## config.mk

```make
export PLATFORM = sky130hd
export DESIGN_NAME = leaky_relu_h_cache
export DESIGN_NICKNAME = d
export VERILOG_FILES = /design/src/rtl/leaky_relu_h_cache.sv
export SDC_FILE = /design/constraint.sdc
export NUM_CORES = 1
export LEC_CHECK = 0
export BUFFER_PORTS_ARGS = -buffer_cell sky130_fd_sc_hd__buf_2
export CORE_UTILIZATION = 50
export CTS_CLUSTER_DIAMETER = 80
export DETAILED_ROUTE_END_ITERATION = 8
export GPL_TIMING_DRIVEN = 0
export HOLD_SLACK_MARGIN = 0.06
export PLACE_DENSITY = 0.72
export SYNTH_ARGS = -nofsm -noshare
export SYNTH_HDL_FRONTEND = slang
export SYNTH_SLANG_ARGS = --single-unit
export TNS_END_PERCENT = 30
```

## constraint.sdc

```tcl
create_clock -name clk -period 2.76 [get_ports clk]
set_input_delay 0.276 -clock clk [delete_from_list [all_inputs] [get_ports clk]]
set_output_delay 0.276 -clock clk [all_outputs]
set_load 0.03 [all_outputs]
```

## src/rtl/leaky_relu_h_cache.sv

```systemverilog
// FIFO cache of forward-pass pre-activations H, replayed one per gradient on the
// backward pass as a registered, aligned (valid, gradient, H) triple.
module leaky_relu_h_cache #(
    parameter int DEPTH = 16,
    localparam int AW = $clog2(DEPTH)
) (
    input  logic          clk,
    input  logic          rst,
    input  logic          flush_in,
    input  logic          h_valid_in,
    input  logic [15:0]   h_data_in,
    input  logic          grad_valid_in,
    input  logic [15:0]   grad_data_in,
    output logic          lr_d_valid_out,
    output logic [15:0]   lr_d_data_out,
    output logic [15:0]   lr_d_H_data_out,
    output logic [AW:0]   count_out,
    output logic          full_out,
    output logic          empty_out,
    output logic          overflow_out,
    output logic          underflow_out
);

    logic [15:0] mem [DEPTH];

    logic [AW-1:0] wr_ptr_q, wr_ptr_d;
    logic [AW-1:0] rd_ptr_q, rd_ptr_d;
    logic [AW:0]   count_q, count_d;
    logic          ovf_q, ovf_d;
    logic          udf_q, udf_d;
    logic          valid_q, valid_d;
    logic [15:0]   grad_q, grad_d;
    logic [15:0]   hout_q, hout_d;

    logic full, empty, pop, push;

    assign full  = (count_q == (AW+1)'(DEPTH));
    assign empty = (count_q == '0);
    // Flush suppresses both operations so no flag can be set in the flush cycle.
    assign pop   = !flush_in && grad_valid_in && !empty;
    assign push  = !flush_in && h_valid_in && (!full || pop);

    always_comb begin
        wr_ptr_d = wr_ptr_q;
        rd_ptr_d = rd_ptr_q;
        count_d  = count_q;
        ovf_d    = ovf_q;
        udf_d    = udf_q;
        valid_d  = 1'b0;
        grad_d   = '0;
        hout_d   = '0;
        if (flush_in) begin
            wr_ptr_d = '0;
            rd_ptr_d = '0;
            count_d  = '0;
            ovf_d    = 1'b0;
            udf_d    = 1'b0;
        end else begin
            if (pop) begin
                valid_d  = 1'b1;
                grad_d   = grad_data_in;
                hout_d   = mem[rd_ptr_q];
                rd_ptr_d = rd_ptr_q + AW'(1);
            end
            if (grad_valid_in && !pop) begin
                udf_d = 1'b1;
            end
            if (push) begin
                wr_ptr_d = wr_ptr_q + AW'(1);
            end
            if (h_valid_in && !push) begin
                ovf_d = 1'b1;
            end
            case ({push, pop})
                2'b10:   count_d = count_q + (AW+1)'(1);
                2'b01:   count_d = count_q - (AW+1)'(1);
                default: count_d = count_q;
            endcase
        end
    end

    always_ff @(posedge clk or posedge rst) begin
        if (rst) begin
            wr_ptr_q <= '0;
            rd_ptr_q <= '0;
            count_q  <= '0;
            ovf_q    <= 1'b0;
            udf_q    <= 1'b0;
            valid_q  <= 1'b0;
            grad_q   <= '0;
            hout_q   <= '0;
        end else begin
            wr_ptr_q <= wr_ptr_d;
            rd_ptr_q <= rd_ptr_d;
            count_q  <= count_d;
            ovf_q    <= ovf_d;
            udf_q    <= udf_d;
            valid_q  <= valid_d;
            grad_q   <= grad_d;
            hout_q   <= hout_d;
        end
    end

    always_ff @(posedge clk) begin
        if (push) begin
            mem[wr_ptr_q] <= h_data_in;
        end
    end

    assign lr_d_valid_out  = valid_q;
    assign lr_d_data_out   = grad_q;
    assign lr_d_H_data_out = hout_q;
    assign count_out       = count_q;
    assign full_out        = full;
    assign empty_out       = empty;
    assign overflow_out    = ovf_q;
    assign underflow_out   = udf_q;

endmodule

```

# ---- Word-level counts from Yosys, hierarchy flattened
# Memory sizes are Yosys's and may differ from the RTL's.
# Cells that the tools add are included.
dict set report word_totals {
  regBits 48
  ram_bits 256
  output_inout_bits 42
  elab_cells 52
  memories 1
}
# name words width read_ports rd_ports_with_merged_regs write_ports line
set memory_table {}
lappend memory_table {mem 16 16 1 0 1 24} ;# logic [15:0] mem [DEPTH];
dict set report classes {
  add_sub_neg 4
  eq_ne 3
  mux 18
  reduce_logical 18
}
# cell n
set op_table {}
lappend op_table {{$mux 16} 4}
lappend op_table {{$mux 4} 4}
lappend op_table {{$pmux 5 s2} 1}
lappend op_table {{$add 4x1->4 const B} 2}
lappend op_table {{$mux 1} 8}
lappend op_table {{$reduce_bool 2->1} 4}
lappend op_table {{$logic_and 1x1->1} 6}
lappend op_table {{$add 5x1->5 const B} 1}
lappend op_table {{$eq 5x5->1 const B} 1}
lappend op_table {{$logic_not 1->1} 5}
lappend op_table {{$logic_not 5->1} 1}
lappend op_table {{$mux 5} 1}
lappend op_table {{$sub 5x1->5 const B} 1}
lappend op_table {{$reduce_bool 3->1} 1}
lappend op_table {{$eq 2x1->1 const B} 1}
lappend op_table {{$eq 2x2->1 const B} 1}
lappend op_table {{$logic_or 1x1->1} 1}

# ---- Longest topological paths before layout
# Gate-level depths: netlist of the first run.
dict set report depth {
  ltp_word 9
  depth_mapped 12
  depth_no_buf 9
}

# ---- Worst setup path after synthesis of the first run
# No wires, ideal clock.
dict set report synth_path {
  path_kind {register to register}
  start {register count_q[0], in the netlist count_out[0]}
  end {memory mem[11][0], enable pin}
  arrival_ps 2784
  t_required_ps 2330
  slack_ps -454
  stages_incl_launch_ff 6
  period_less_slack_ps 3214
  cell_sequence {dfrtp_1 > or4_4 > buf_6 > o21ai_4 > buf_2 > nor4_1}
}
dict set report synth_via {
  elab_chain_cells 7
}
# element line
set synth_rtl {}
lappend synth_rtl {{start, declared} 28} ;# logic [AW:0] count_q, count_d;
lappend synth_rtl {{start signal, assigned} 95} ;# count_q <= count_d;
lappend synth_rtl {{$logic_not 5->1} 38} ;# assign empty = (count_q == '0);
lappend synth_rtl {{$logic_not 1->1} 40} ;# assign pop = !flush_in && grad_valid_in && !empty;
lappend synth_rtl {{$logic_and 1x1->1} 40}
lappend synth_rtl {{$logic_or 1x1->1 (*)} 41} ;# assign push = !flush_in && h_valid_in && (!full || pop);
lappend synth_rtl {{$logic_and 1x1->1 (*)} 41}
lappend synth_rtl {{$mux 1 (*)} 105} ;# if (push) begin
lappend synth_rtl {{$mux 1 (not written as such) (*)} 106} ;# mem[wr_ptr_q] <= h_data_in;
lappend synth_rtl {{end, declared} 24}
# Mark *: on every way between the ends. The rest lies on a longest branch, timed or not.

# ---- Final worst setup path of the first run
dict set report layout_path {
  start {register count_q[1], in the netlist count_out[1]}
  end {register count_q[4], in the netlist count_out[4]}
}
dict set report layout_via {
  elab_chain_cells 8
}
# element line
set layout_rtl {}
lappend layout_rtl {{$logic_not 5->1} 38}
lappend layout_rtl {{$logic_not 1->1} 40}
lappend layout_rtl {{$logic_and 1x1->1} 40}
lappend layout_rtl {{$logic_or 1x1->1} 41}
lappend layout_rtl {{$logic_and 1x1->1} 41}
lappend layout_rtl {{$eq 2x1->1 / $eq 2x2->1 (equally long branches)} 74} ;# case ({push, pop})
lappend layout_rtl {{$pmux 5 s2} 74}
lappend layout_rtl {{$mux 5} 52} ;# if (flush_in) begin
# Several ways; a longest one is shown, not always the timed one.
# A chain may end at the register's enable or synchronous reset.

==> flow_summary.toml, run 1 <==
[final_layout]
fin_nets = 775
final_cell_mix = "256 x edfxtp_1, 87 x buf_2, 64 x mux4_2"
multi_input_area_um2 = 2780
regArea_um2 = 8890
layout_commonest_cell = "edfxtp_1"
post-route-cell-area_um2 = 14200
num_antenna_cells = 0
instances_no_fill = 1066
fillers = 1577
syn_to_final_growth_pct = 20.7
drive_above_1_share_pct = 34.5

[clock_tree]
cts_root_buffer = "clkbuf_16"
htreeDepth = 1
clock_sinks = 304
clkSlewWorstSetupHoldPaths_ns = 0.06
clock_latency_ns = 0.53
clockBufferDepth = 3
cts_buffers = 30
cts_tree = "done"

[worst_setup_path]
worstPathArrival_ns = 3.13
crit_path_start_kind = "flip-flop"
worst-path-stages = 12
r2r_cells = 12
crit_fanout = 10
startpoint = "count_out[1]"
path_buf_inv = 4
r2r-start = "count_out[1]"
cpMostUsedCell = "buf_6"
worst_r2r_endpoint = "count_out[4]"
crit_path_cell_trace = "or4_4 -> buf_8 -> o21a_1 -> buf_6 -> buf_6 -> nand2_2 -> inv_2 -> ha_4 -> nand2b_1 -> o2bb2ai_2 -> mux2_2 -> nand4_1"
cp_top_family = "simple AND/OR/NAND/NOR gates"
critPathCapture = "count_out[4]"
cpPeakStageDelay_ns = 0.54
regToRegSetupSlack_ns = 0.10
cp.required_ns = 3.23
worstSetupPathType = "flip-flop to flip-flop"
critPathSlowestCell = "or4_4"
cp-end-kind = "flip-flop"

[global_route]
grt_util_met3_pct = 2.90
top_usage_layer = "met2"
grt_pass1_vias = 6366
grtUsageMet2_pct = 36.8
grt_pass1_wl_um = 38200
grt_max_degree = 27
antenna_found_initial = 0
grt_usage_pct = 21.6
grt-ovfl-total = 0
grt_util_met1_pct = 29.3

[timing]
max_freq_mhz = 376
worst_pin_slew_ns = 1.04
setup_slack_ns = 0.100
slew_violations = 0
min_period_ns = 2.66
hold_ws_ns = 0.128
rsz0062_at_grt = "no"
final-hold-violation-count = 0
max-slew-margin-rel_pct = 30.8
final.setup_skew_ns = 0.0145
min_period_over_period_pct = 96.4
setup_viol = 0

[synth]
synthXorXnorAreaFrac_pct = 0.447
synth_top_family_by_area = "multiplexers"
synthFlopType = "edfxtp_1"
synth_simple_gate_area_share_pct = 3.52
yosys.area_share.adder_pct = 1.02
synthMuxAreaShare_pct = 15.6
syn_area_um2 = 11800
synth-compound-area-share_pct = 2.15
synthArstFlopShare_pct = 15.8
syn_area_per_cell_um2 = 20.5
synth_edf_count = 256
syn_nets = 619
ys_warn_count = 0
yosys.cell_types.count = 42
synth_cells = 573
synth-seq-cells = 304
ys_seq_area_share_pct = 75.6

[power_and_ir_drop]
ir_drop_mv = 0.397
p_leak_nw = 4.97
power_density_nw_per_um2 = 844
total_power_mw = 12.0

[drt]
vias = 6124
routed_wl_um = 25200
via_per_inst = 5.74
drcViolationCount = 0
dr.pass1.iters = 4
wl_per_cell_um = 23.7
postRouteAntennaNets = 0
first_iter_violations = 527

[placement]
place.detailed.hpwl_um = 16300
post_dp_cell_area_um2 = 12800
gp_routability_congestion = 0.810
placed_cells = 983
io_buffers = 77
pre_cts_slack_ns = -0.161

[floorplanning]
row_count = 55
start_util_pct = 51.5
dieHeight_um = 155
ios = 79
fp.coreArea_um2 = 22800
dieArea_um2 = 24100
fp.dieW_um = 155

[min_path]
hold_path_class = "input pin to flip-flop"

[outcome]
status = "finished, final reports clean"

[run]
maxCapViolCount = 0
[power breakdown]
group	leakage (nW)	switching (mW)	internal, mW
logic	1.48	1.36	1.09
registers	2.97	0.0670	5.15
clock network	0.519	1.65	2.67
total	4.97	3.08	8.90
[worst min-delay path by stage]
stage	start	cells past startpoint	endpoint
after detailed placement	rst	2	lr_d_data_out[9]
after global routing	h_data_in[14]	1	mem[9][14]
after floorplan	h_data_in[0]	0	mem[0][0]
after global placement	overflow_out	1	overflow_out
after CTS	h_data_in[14]	1	mem[2][14]
final	h_data_in[14]	1	mem[13][14]
[timing repair]
action                                  in CTS  in global routing
buffers inserted                             3                  7
gates resized for setup                      4                  4
gates cloned                                 0                  0
pin swaps                                    1                  1
endpoints found under the setup margin       2                  2
hold buffers                                17                  0
endpoints found under the hold margin       41                  0
[worst reg2reg max path: cells and delay by family (launching register included)]
family / cells / cell delay (ns)
compound gates: 2 / 0.33
fa+ha+maj: 1 / 0.23
buf+inv: 4 / 0.47
flops: 1 / 0.38
mux: 1 / 0.37
simple gates: 4 / 0.80
[per-layer routing]
metal,routed length [um],up-vias
met1,10400,3237
met2,12900,215
met4,502,0
met5,0,-
met3,1410,37
li1,-,2635
[cell families (layout without fill, tap and decap cells)]
logic type,after synthesis,count (layout)
compound gates,37,37
simple gates,75,75
fa+ha+maj,9,9
buf+inv,40,220
flops,304,304
xor+xnor,6,6
mux,102,102
[cells in the mapped netlist, types with 4 or more instances]
| library cell | number | area share [%] |
|---|---|---|
| mux4_2 | 64 | 12 |
| mux2i_1 | 35 | 3.0 |
| o21ai_0 | 4 | 0.17 |
| dfrtp_1 | 48 | 10 |
| nand2_1 | 9 | 0.29 |
| buf_6 | 5 | 0.48 |
| nor3_1 | 8 | 0.34 |
| inv_1 | 11 | 0.35 |
| buf_1 | 4 | 0.13 |
| nor2_1 | 15 | 0.48 |
| nor4_1 | 6 | 0.32 |
| o21a_1 | 4 | 0.26 |
| and2_1 | 16 | 0.85 |
| and3_1 | 7 | 0.37 |
| o22ai_1 | 16 | 0.85 |
| edfxtp_1 | 256 | 65 |
| xor2_1 | 5 | 0.37 |
| ha_1 | 8 | 0.85 |
| buf_2 | 10 | 0.43 |
| clkbuf_1 | 9 | 0.29 |
| o211ai_1 | 5 | 0.32 |
[area by class of cell]
cell class                      count  share of cell area (%)
Buffer                             29                    1.17
Clock buffer                       44                    6.16
Clock inverter                     12                    1.43
Inverter                           11                   0.291
Multi-Input combinational cell    229                    19.6
Sequential cell                   304                    62.6
Tap cell                          313                    2.76
Timing Repair Buffer              124                    6.01
[metrics by stage]
| stage | TNS, ns | util, % |
|---|---|---|
| finish | 0 | 62.1 |
| global placement | -248.70 | 54.9 |
| global route | 0 | 62.1 |
| CTS | 0 | 61.8 |
| floorplan | -40.94 | - |
| detailed placement | -0.183 | 56.1 |
[state kept, by name, indices dropped and copies added, names as in the netlist]
| register | cells |
|---|---|
| count_out | 5 |
| lr_d_H_data_out | 16 |
| lr_d_data_out | 16 |
| lr_d_valid_out | 1 |
| mem | 256 |
| overflow_out | 1 |
| rd_ptr_q | 4 |
| underflow_out | 1 |
| wr_ptr_q | 4 |
(Power assumes the default switching activity.)
==> run 2, diff against run 1 <==
CORE_UTILIZATION = 30   (was 50)
MAX_ROUTING_LAYER = met4   (was not set)
PLACE_DENSITY = 0.48   (was 0.72)
==> run 2 against run 1 <==
Core utilization is 25 points lower. Combinational power is 4% lower. First-iteration DRC count is 29% lower. Count of clock-buffer cells in the layout is 10 higher. Critical path depth is 1 lower. Die area is 66% higher. Routed wire length is 14% higher. Non-clock buffer count is 1 lower. Sequential cell count stayed put. Maximum frequency is 0.14% higher. Sequential power hardly changed. Register-to-register slack hardly changed. Critical endpoint unchanged. Largest power group unchanged. Highest routed layer unchanged.
==> flow_summary.toml, run 2 (synthesis results as in run 1) <==
[global_route]
grt-ovfl-total = 0
grt_max_degree = 26
grt_pass1_wl_um = 42700
grt_usage_pct = 15.4
grt_pass1_vias = 6687
antenna_found_initial = 1

[clock_tree]
cts_root_buffer = "clkbuf_16"
cts_tree = "done"
clockBufferDepth = 3
clock_sinks = 304
clkSlewWorstSetupHoldPaths_ns = 0.06
cts_buffers = 36
htreeDepth = 2
clock_latency_ns = 0.53

[drt]
wl_per_cell_um = 22.5
dr.pass1.iters = 4
vias = 6006
first_iter_violations = 375
drcViolationCount = 0
postRouteAntennaNets = 0
via_per_inst = 4.69
routed_wl_um = 28800

[floorplanning]
dieArea_um2 = 40000
fp.coreArea_um2 = 38600
ios = 79
fp.dieW_um = 200
dieHeight_um = 200
row_count = 72
start_util_pct = 30.4

[final_layout]
largest_reg_flops = 256
fin_nets = 780
regArea_um2 = 8890
syn_to_final_growth_pct = 23.4
layout_commonest_cell = "edfxtp_1"
regMostFlops = "mem"
instances_no_fill = 1280
drive_above_1_share_pct = 35.1
fillers = 3530
final_cell_mix = "256 x edfxtp_1, 87 x buf_2, 64 x mux4_2"
multi_input_area_um2 = 2800

[worst_setup_path]
cp_top_family = "simple AND/OR/NAND/NOR gates"
worstSetupPathType = "flip-flop to flip-flop"
crit_path_cell_trace = "or4_4 -> o21a_1 -> buf_6 -> buf_6 -> nand2_2 -> inv_2 -> ha_4 -> nand2b_1 -> o2bb2ai_4 -> mux2_2 -> nand4_1"
cpMostUsedCell = "buf_6"
crit_fanout = 10
cp-end-kind = "flip-flop"
critPathSlowestCell = "or4_4"
crit_path_start_kind = "flip-flop"
cpPeakStageDelay_ns = 0.55
worstPathArrival_ns = 3.10
cp.required_ns = 3.20
path_buf_inv = 3

[timing]
hold_ws_ns = 0.119
slew_violations = 0
max-slew-margin-rel_pct = 18.0
rsz0062_at_grt = "no"
final-hold-violation-count = 0
tns_ns = 0
min_period_ns = 2.66
worst_pin_slew_ns = 1.23
setup_viol = 0
final.setup_skew_ns = 0.0200
max_freq_mhz = 376
min_period_over_period_pct = 96.2

[run]
maxCapViolCount = 0

[placement]
io_buffers = 77
placed_cells = 1192
gp_routability_congestion = 0.786
place.detailed.hpwl_um = 18800

[power_and_ir_drop]
p_leak_nw = 5.01
total_power_mw = 12.2
power_density_nw_per_um2 = 841
ir_drop_mv = 0.552

[min_path]
hold_path_class = "input pin to flip-flop"

[outcome]
status = "finished, final reports clean"
-- run 2: where the power goes --
part | internal, mW | switching, mW
Combinational | 1.01 | 1.35
Sequential | 5.15 | 0.0671
Clock | 2.80 | 1.84
Total | 8.96 | 3.25
-- run 2: final cells by class --
cell class / instances / area share [%]
inverter: 11 / 0.284
antenna: 1 / 0.0172
clock inverter: 11 / 0.879
sequential: 304 / 61.2
clock buffer: 54 / 7.15
multi-input combinational: 229 / 19.2
timing repair buffer: 124 / 5.70
buffer: 28 / 1.04
tap: 518 / 4.46
-- run 2: layer usage --
layer	wire length (um)	up-vias	global-route usage [%]
li1	-	2645	-
met1	12400	3165	19.7
met2	14400	143	25.2
met3	1260	53	2.59
met4	684	0	4.69
met5	0	-	-
-- run 2: stage by stage --
| stage | setup WS [ns] | instance area [um2] | util [%] |
|---|---|---|---|
| 2_1_floorplan | -0.454 | 11800 | - |
| 3_3_place_gp | -2.58 | 12800 | 33.1 |
| 3_5_place_dp | -0.218 | 13100 | 33.9 |
| 4_1_cts | 0.0843 | 14500 | 37.5 |
| 5_1_grt | 0.0156 | 14500 | 37.6 |
| 6_report | 0.104 | 14500 | 37.6 |
-- run 2: repair_timing --
item	4_1_cts	5_1_grt
setup endpoints to repair	2	4
resized for setup	7	4
endpoints found under the hold margin	39	0
hold buffers	17	0
pin swaps	2	1
setup buffers	5	1
-- run 2: final timing paths --
kind	cells after the start	slack [ns]	endpoint	start
hold reg to reg	1	0.50	overflow_out	overflow_out
hold / removal	1	0.12	mem[2][7]	h_data_in[7]
max in group asynchronous	4	1.77	count_out[3]	rst
setup reg to reg	11	0.10	count_out[4]	count_out[3]
setup / recovery	11	0.10	count_out[4]	count_out[3]
min in group asynchronous	3	0.40	lr_d_data_out[13]	rst
